$ cat src/rtl/pipe_mux_n_if.sv
// Handshake/data bundle for pipe_mux_n: upstream beat, downstream beat, flush,
// select-error and transfer-count observation.
interface pipe_mux_n_if #(
  parameter int N     = 6,
  parameter int WIDTH = 32,
  parameter int CNT_W = 16
) ();
  localparam int SEL_W = (N > 1) ? $clog2(N) : 1;

  logic [N*WIDTH-1:0] in_data;
  logic [SEL_W-1:0]   sel;
  logic               in_valid;
  logic               in_ready;
  logic [WIDTH-1:0]   out_data;
  logic               out_valid;
  logic               out_ready;
  logic               flush;
  logic               sel_err;
  logic               sel_err_clr;
  logic [CNT_W-1:0]   xfer_cnt;

  modport master (
    output in_data, sel, in_valid, out_ready, flush, sel_err_clr,
    input  in_ready, out_data, out_valid, sel_err, xfer_cnt
  );

  modport slave (
    input  in_data, sel, in_valid, out_ready, flush, sel_err_clr,
    output in_ready, out_data, out_valid, sel_err, xfer_cnt
  );
endinterface

$ cat src/rtl/pipe_mux_n.sv
// Registered N:1 mux stage with valid/ready, flush, sticky out-of-range select
// flag and wrapping transfer counter. PIPE_MUX_SKID_EN adds a skid register.
module pipe_mux_n #(
  parameter int N     = 6,
  parameter int WIDTH = 32,
  parameter int CNT_W = 16
) (
  input  logic         CLK,
  input  logic         RST_N,
  pipe_mux_n_if.slave  bus
);
  localparam int SEL_W = (N > 1) ? $clog2(N) : 1;

  logic [WIDTH-1:0] w_ch [N];
  logic             w_oor;
  logic [SEL_W-1:0] w_sel_idx;
  logic [WIDTH-1:0] w_mux;
  logic             w_acc;
  logic             w_xfer;

  logic [WIDTH-1:0] r_out_data;
  logic             r_out_valid;
  logic             r_sel_err;
  logic [CNT_W-1:0] r_cnt;

  for (genvar k = 0; k < N; k++) begin : g_ch
    assign w_ch[k] = bus.in_data[k*WIDTH +: WIDTH];
  end

  // Out-of-range selects fall back to the last channel, like the legacy default arm.
  if ((1 << SEL_W) == N) begin : g_pow2
    assign w_oor = 1'b0;
  end else begin : g_npow2
    assign w_oor = bus.sel > SEL_W'(N-1);
  end

  assign w_sel_idx = w_oor ? SEL_W'(N-1) : bus.sel;
  assign w_mux     = w_ch[w_sel_idx];
  assign w_acc     = bus.in_valid && bus.in_ready && !bus.flush;
  assign w_xfer    = r_out_valid && bus.out_ready;

  always_ff @(posedge CLK) begin
    if (!RST_N) begin
      r_cnt     <= '0;
      r_sel_err <= 1'b0;
    end else begin
      if (w_xfer)
        r_cnt <= r_cnt + 1'b1;
      if (w_acc && w_oor)
        r_sel_err <= 1'b1;
      else if (bus.sel_err_clr)
        r_sel_err <= 1'b0;
    end
  end

`ifdef PIPE_MUX_SKID_EN
  logic [WIDTH-1:0] r_skid_data;
  logic             r_skid_valid;
  logic             r_in_ready;

  assign bus.in_ready = r_in_ready;

  always_ff @(posedge CLK) begin
    if (!RST_N) begin
      r_out_data   <= '0;
      r_out_valid  <= 1'b0;
      r_skid_data  <= '0;
      r_skid_valid <= 1'b0;
      r_in_ready   <= 1'b1;
    end else if (bus.flush) begin
      r_out_valid  <= 1'b0;
      r_skid_valid <= 1'b0;
      r_in_ready   <= 1'b1;
    end else if (!r_out_valid || bus.out_ready) begin
      // Output slot frees up: the skid entry is older than any new beat.
      if (r_skid_valid) begin
        r_out_data   <= r_skid_data;
        r_out_valid  <= 1'b1;
        r_skid_valid <= 1'b0;
        r_in_ready   <= 1'b1;
      end else if (w_acc) begin
        r_out_data  <= w_mux;
        r_out_valid <= 1'b1;
      end else begin
        r_out_valid <= 1'b0;
      end
    end else if (w_acc) begin
      r_skid_data  <= w_mux;
      r_skid_valid <= 1'b1;
      r_in_ready   <= 1'b0;
    end
  end
`else
  assign bus.in_ready = !r_out_valid || bus.out_ready;

  always_ff @(posedge CLK) begin
    if (!RST_N) begin
      r_out_data  <= '0;
      r_out_valid <= 1'b0;
    end else if (bus.flush) begin
      r_out_valid <= 1'b0;
    end else if (w_acc) begin
      r_out_data  <= w_mux;
      r_out_valid <= 1'b1;
    end else if (w_xfer) begin
      r_out_valid <= 1'b0;
    end
  end
`endif

  assign bus.out_data  = r_out_data;
  assign bus.out_valid = r_out_valid;
  assign bus.sel_err   = r_sel_err;
  assign bus.xfer_cnt  = r_cnt;
endmodule

$ cat src/flat_wrapper.sv
// flat-port wrapper written by rule: the top's interface ports become plain ports
module pipe_mux_n_flat 
#(
  parameter int N     = 6,
  parameter int WIDTH = 32,
  parameter int CNT_W = 16
)
  (CLK, RST_N, bus_in_data, bus_sel, bus_in_valid, bus_out_ready, bus_flush, bus_sel_err_clr, bus_in_ready, bus_out_data, bus_out_valid, bus_sel_err, bus_xfer_cnt);
  pipe_mux_n_if #(.N(N), .WIDTH(WIDTH), .CNT_W(CNT_W)) bus_i ();
  input  logic CLK;
  input  logic RST_N;
  input wire logic [$bits(bus_i.in_data)-1:0] bus_in_data;
  input wire logic [$bits(bus_i.sel)-1:0] bus_sel;
  input wire logic [$bits(bus_i.in_valid)-1:0] bus_in_valid;
  input wire logic [$bits(bus_i.out_ready)-1:0] bus_out_ready;
  input wire logic [$bits(bus_i.flush)-1:0] bus_flush;
  input wire logic [$bits(bus_i.sel_err_clr)-1:0] bus_sel_err_clr;
  output wire logic [$bits(bus_i.in_ready)-1:0] bus_in_ready;
  output wire logic [$bits(bus_i.out_data)-1:0] bus_out_data;
  output wire logic [$bits(bus_i.out_valid)-1:0] bus_out_valid;
  output wire logic [$bits(bus_i.sel_err)-1:0] bus_sel_err;
  output wire logic [$bits(bus_i.xfer_cnt)-1:0] bus_xfer_cnt;
  assign bus_i.in_data = bus_in_data;
  assign bus_i.sel = bus_sel;
  assign bus_i.in_valid = bus_in_valid;
  assign bus_i.out_ready = bus_out_ready;
  assign bus_i.flush = bus_flush;
  assign bus_i.sel_err_clr = bus_sel_err_clr;
  assign bus_in_ready = bus_i.in_ready;
  assign bus_out_data = bus_i.out_data;
  assign bus_out_valid = bus_i.out_valid;
  assign bus_sel_err = bus_i.sel_err;
  assign bus_xfer_cnt = bus_i.xfer_cnt;
  pipe_mux_n #(.N(N), .WIDTH(WIDTH), .CNT_W(CNT_W)) u_core (.CLK(CLK), .RST_N(RST_N), .bus(bus_i));
endmodule
$ cat config.mk
export PLATFORM = sky130hd
export DESIGN_NAME = pipe_mux_n_flat
export DESIGN_NICKNAME = d
export VERILOG_FILES = /design/src/rtl/pipe_mux_n_if.sv /design/src/rtl/pipe_mux_n.sv /design/src/flat_wrapper.sv
export SDC_FILE = /design/constraint.sdc
export NUM_CORES = 1
export LEC_CHECK = 0
export ABC_CLOCK_PERIOD_IN_PS = 3750
export BUFFER_PORTS_ARGS = -buffer_cell sky130_fd_sc_hd__buf_2
export CELL_PAD_IN_SITES_DETAIL_PLACEMENT = 1
export CELL_PAD_IN_SITES_GLOBAL_PLACEMENT = 2
export CORE_UTILIZATION = 22
export CTS_CLUSTER_DIAMETER = 80
export CTS_CLUSTER_SIZE = 16
export DETAILED_ROUTE_END_ITERATION = 8
export GPL_TIMING_DRIVEN = 0
export PLACE_DENSITY = 0.85
export SLEW_MARGIN = 20
export SYNTH_ARGS = -nofsm -noshare
export SYNTH_HDL_FRONTEND = slang
export SYNTH_SLANG_ARGS = --single-unit
$ cat constraint.sdc
create_clock -name CLK -period 3.75 [get_ports CLK]
set_clock_uncertainty 0.1 [all_clocks]
set_input_delay 0.1875 -clock CLK [delete_from_list [all_inputs] [get_ports CLK]]
set_output_delay 0.1875 -clock CLK [all_outputs]
set_load 0.1 [all_outputs]
Yosys cells after proc, flatten, opt, wreduce, memory -nomap -nowiden
Cells that the tools add are included.
Word-level totals
  input bits: 201
  output and inout port bits: 51
  register bits: 50
  logic and storage cells: 29
Operators by class
  $lt $le $gt $ge: 2
  bitwise gates (word level): 3
  muxes and demuxes: 8
  $add $sub $neg: 1
  reduce and logical (&&, ||, !) cells: 11
Operators with widths (number)
  $bmux 32 s3: 1
  $mux 32: 2
  $add 16x1->16 const B: 1
  $ge 4x4->1 const B: 1
  $logic_and 1x1->1: 4
  $mux 1: 4
  $not 3->4: 1
  $reduce_bool 2->1: 2
  $gt 3x3->1 const B: 1
  $mux 3: 1
  $logic_not 1->1: 2
  $not 1->1: 2
  $reduce_and 2->1: 1
  $reduce_or 2->1: 1
  $logic_or 1x1->1: 1

Depth between registers and ports, before layout
  word-level depth: 6
  gate-level depth with buffers: 7
  gate-level depth less buffers: 5

Worst setup path after synthesis
No wires, ideal clock.
  path kind: register to register
  start point: register u_core.r_out_valid, in the netlist u_core.bus.out_valid
  end point: register u_core.r_cnt[14], in the netlist u_core.bus.xfer_cnt[14]
  data required time: 3.578 ns
  arrival time: 2.286 ns
  path slack: 1.292 ns
  buffers on the path: 0
  period minus slack after synthesis: 2.458 ns
  stages on the path, launching flop included: 5
  library setup time: 0.072 ns
  cells stage by stage: dfxtp_1 -> nand4_1 -> or2_2 -> or3_1 -> a21oi_1
On the way
  cells in the longest elaborated chain, start to end: 1
Ends and longest elaborated chain
  start, declared: line pipe_mux_n.sv:22  | logic r_out_valid;
  start signal, assigned: line pipe_mux_n.sv:99  | r_out_valid <= 1'b0;
  start signal, assigned: line pipe_mux_n.sv:101  | r_out_valid <= 1'b0;
  start signal, assigned: line pipe_mux_n.sv:104  | r_out_valid <= 1'b1;
  $logic_and 1x1->1: line pipe_mux_n.sv:40  | assign w_xfer = r_out_valid && bus.out_ready;
  end signal, assigned: line pipe_mux_n.sv:48  | r_cnt <= r_cnt + 1'b1;
  end, declared: line pipe_mux_n.sv:24  | logic [CNT_W-1:0] r_cnt;
Every way passes these cells.
A chain may end at the register's enable or synchronous reset.

Worst setup path after layout
  start point: register u_core.r_out_valid, in the netlist u_core.bus.out_valid
  end point: register u_core.r_out_data[4], in the netlist u_core.bus.out_data[4]
On the way
  cells in the longest elaborated chain, start to end: 5
Ends and longest elaborated chain
  $logic_not 1->1: line pipe_mux_n.sv:94  | assign bus.in_ready = !r_out_valid || bus.out_ready;
  $logic_or 1x1->1: line pipe_mux_n.sv:94
  $logic_and 1x1->1 (2 in a row): line pipe_mux_n.sv:39  | assign w_acc = bus.in_valid && bus.in_ready && !bus.flush;
  $reduce_and 2->1 (no line)
  end signal, assigned: line pipe_mux_n.sv:103  | r_out_data <= w_mux;
  end, declared: line pipe_mux_n.sv:21  | logic [WIDTH-1:0] r_out_data;
Every way passes these cells.

==> flow_summary.toml <==
[status]
outcome = "complete, no violations"

[setup_path]
start_kind = "flip-flop"
critPathKind = "flip-flop to flip-flop"
required_ns = 3.89
end_kind = "flip-flop"
cp_max_fo = 10
crit_arrival_ns = 2.11

[placement]
portBuffers = 248
dp_cells = 779
dpl-instance-area_um2 = 4640
place_congestion = 0.762
place_hpwl_mm = 11.3

[final_layout]
nets = 809
fin_area_um2 = 4800
utilization_pct = 34.3
mostFrequentLayoutCell = "buf_2"
multi_input_comb_area_um2 = 2010
fillers = 1737
final_cells = 789
area_delta_synth_final_pct = 51.3
drive_gt1_share_pct = 50.3
seq_area_um2 = 1000
layout_common_cells = "buf_2 (257), nand2_1 (70), dfxtp_1 (50)"

[yosys]
ys_seq_area_share_pct = 31.5
synth_nets = 553
synth_area_leaders = "dfxtp_1 (32%), mux4_2 (23%), a22o_1 (8.8%), nand2_1 (8.3%), a31oi_1 (6.3%)"
synth.distinct_cells = 34
synthCells = 351
ys_seq_elements = 50
synth_area_um2 = 3180
synth.avg_cell_area_um2 = 9.05
yosys_warnings = 0
synth_largest_area_cell = "dfxtp_1"
yosysTopAreaCellShare_pct = 31.5

[timing]
max-slew-margin-rel_pct = 46.6
hold_violations = 0
rsz0062_at_grt = "no"
period_share_pct = 52.5
setup_viol_count_final = 0
min_period_ns = 1.97
setup_tns_ns = 0
max_freq_mhz = 508
worst_pin_slew_ns = 0.801
finalMaxSlewViolations = 0

[clock_network]
root_buffer = "clkbuf_16"
postCtsSetupRepairBufs = 0
clock_sinks = 50
ctsHoldBuffers = 1
path_clk_slew_ns = 0.07
clk_latency_ns = 0.29
cts_made_buffers = 5
cts_resized = 0
clk_path_buf_depth = 2
cts.htree.levels = 2
cts_tree = "built"

[floorplan]
die_w_um = 122
start_util_pct = 22.7
coreArea_um2 = 14000
die_height_um = 122
die-area_um2 = 14900
rows = 43
ios = 252

[pwr]
clockPowerShare_pct = 30.3
power_density_nw_per_um2 = 323
p_switching_mw = 0.555
ir_worst_vdd_mv = 0.186
power_mw = 1.55
seqPwrFrac_pct = 36.5
p_sw_share_pct = 35.8
leakage_nw = 2.30
power_frac_comb_pct = 33.2
internal_power_mw = 0.998

[grt]
grt_max_degree = 18
grt_pass1_vias = 4009
grt_pass1_wl_mm = 20.6
grt.overflow.total = 0
antenna_found_initial = 2
grt_use_total_pct = 18.2

[routing]
wirelength_mm = 13.8
vias = 3767
post_drt_wl_per_cell_um = 17.4
ant_nets = 0
viasPerCell = 4.77
firstDrtPassIters = 4
drc = 0
dr.first_iter.drc_count = 162

[flow_run]
cap_violations = 0

[min_path]
hp-class = "input pin to flip-flop"
## per-layer routing
metal,track usage [%],routed length (um),share of wire [%]
met3,3.51,874,6.4
met1,22.0,5710,42
met2,32.9,7010,51
met5,0,8,0.058
met4,4.12,157,1.1
## logic make-up (layout without fill, tap and decap cells)
| group | after synthesis | in the layout | synth area share [%] |
|---|---|---|---|
| AO/OA/AOI/OAI | 72 | 72 | 16.7 |
| XOR/XNOR | 12 | 12 | 3.31 |
| adder cells (fa/ha/maj) | 1 | 1 | 0.394 |
| buffers and inverters | 37 | 294 | 5.08 |
| flip-flops | 50 | 50 | 31.5 |
| multiplexers | 32 | 32 | 22.7 |
| other | 0 | 1 | 0 |
| AND/OR/NAND/NOR | 147 | 147 | 20.3 |
## worst paths after layout
check,to,slack [ns],start,cells after the start
worst min register to register,u_core.bus.out_data[18],0.38,u_core.bus.out_data[18],1
worst max register to register,u_core.bus.out_data[4],1.78,u_core.bus.out_valid,5
worst min-delay path,u_core.bus.out_valid,0.06,bus_in_valid,3
worst max-delay path,u_core.bus.out_data[4],1.78,u_core.bus.out_valid,5
## synth_stat cells, drive strengths merged
cell type / instances
nor2: 48
o41ai: 1
o21ai: 1
ha: 1
nor3b: 1
a32oi: 1
o31ai: 1
inv: 6
a21oi: 4
xor2: 5
nand3: 5
nor3: 6
or4: 1
or3: 2
nand2: 70
a22o: 32
clkbuf: 17
buf: 13
dfxtp: 50
mux4: 32
nand4: 5
and2: 2
or2: 2
or3b: 1
xnor2: 7
clkinv: 1
nor4: 2
and4: 1
a31oi: 32
and2b: 1
## power by group through the flow
stage	clock (mW)	sequential [mW]	combinational [mW]
floorplan	0	0.741	0.178
global placement	0	0.578	0.510
detailed placement	0	0.579	0.520
CTS	0.490	0.567	0.522
global route	0.508	0.570	0.552
finish	0.470	0.567	0.516
## registers in the layout, indices dropped and copies added (netlist names)
| name | flops |
|---|---|
| u_core.bus.out_data | 32 |
| u_core.bus.out_valid | 1 |
| u_core.bus.sel_err | 1 |
| u_core.bus.xfer_cnt | 16 |
## cell type report
| cell class | count | share of cell area [%] |
|---|---|---|
| plain buffers | 30 | 2.81 |
| repair buffers | 249 | 26.0 |
| clock buffers | 5 | 2.60 |
| flip-flops and latches | 50 | 20.8 |
| diodes | 1 | 0.0521 |
| well taps | 180 | 4.69 |
| multi-input cells | 264 | 41.9 |
| inverters | 7 | 0.547 |
| clock inverters | 3 | 0.521 |
## stage by stage
step	hold WS, ns	worst slack (ns)
floorplan	0.167	1.29
global placement	0.285	1.73
detailed placement	0.293	1.70
CTS	0.0621	1.71
global route	0.0788	1.52
finish	0.0637	1.78
## worst max-delay path: stages, from the launching register on
cell      delay (ns)
dfxtp_1         0.45
and2b_1         0.21
nor3b_2         0.09
nor2_1          0.33
clkbuf_1        0.51
a22o_1          0.23
No activity file was read; power rests on OpenSTA's default activity.
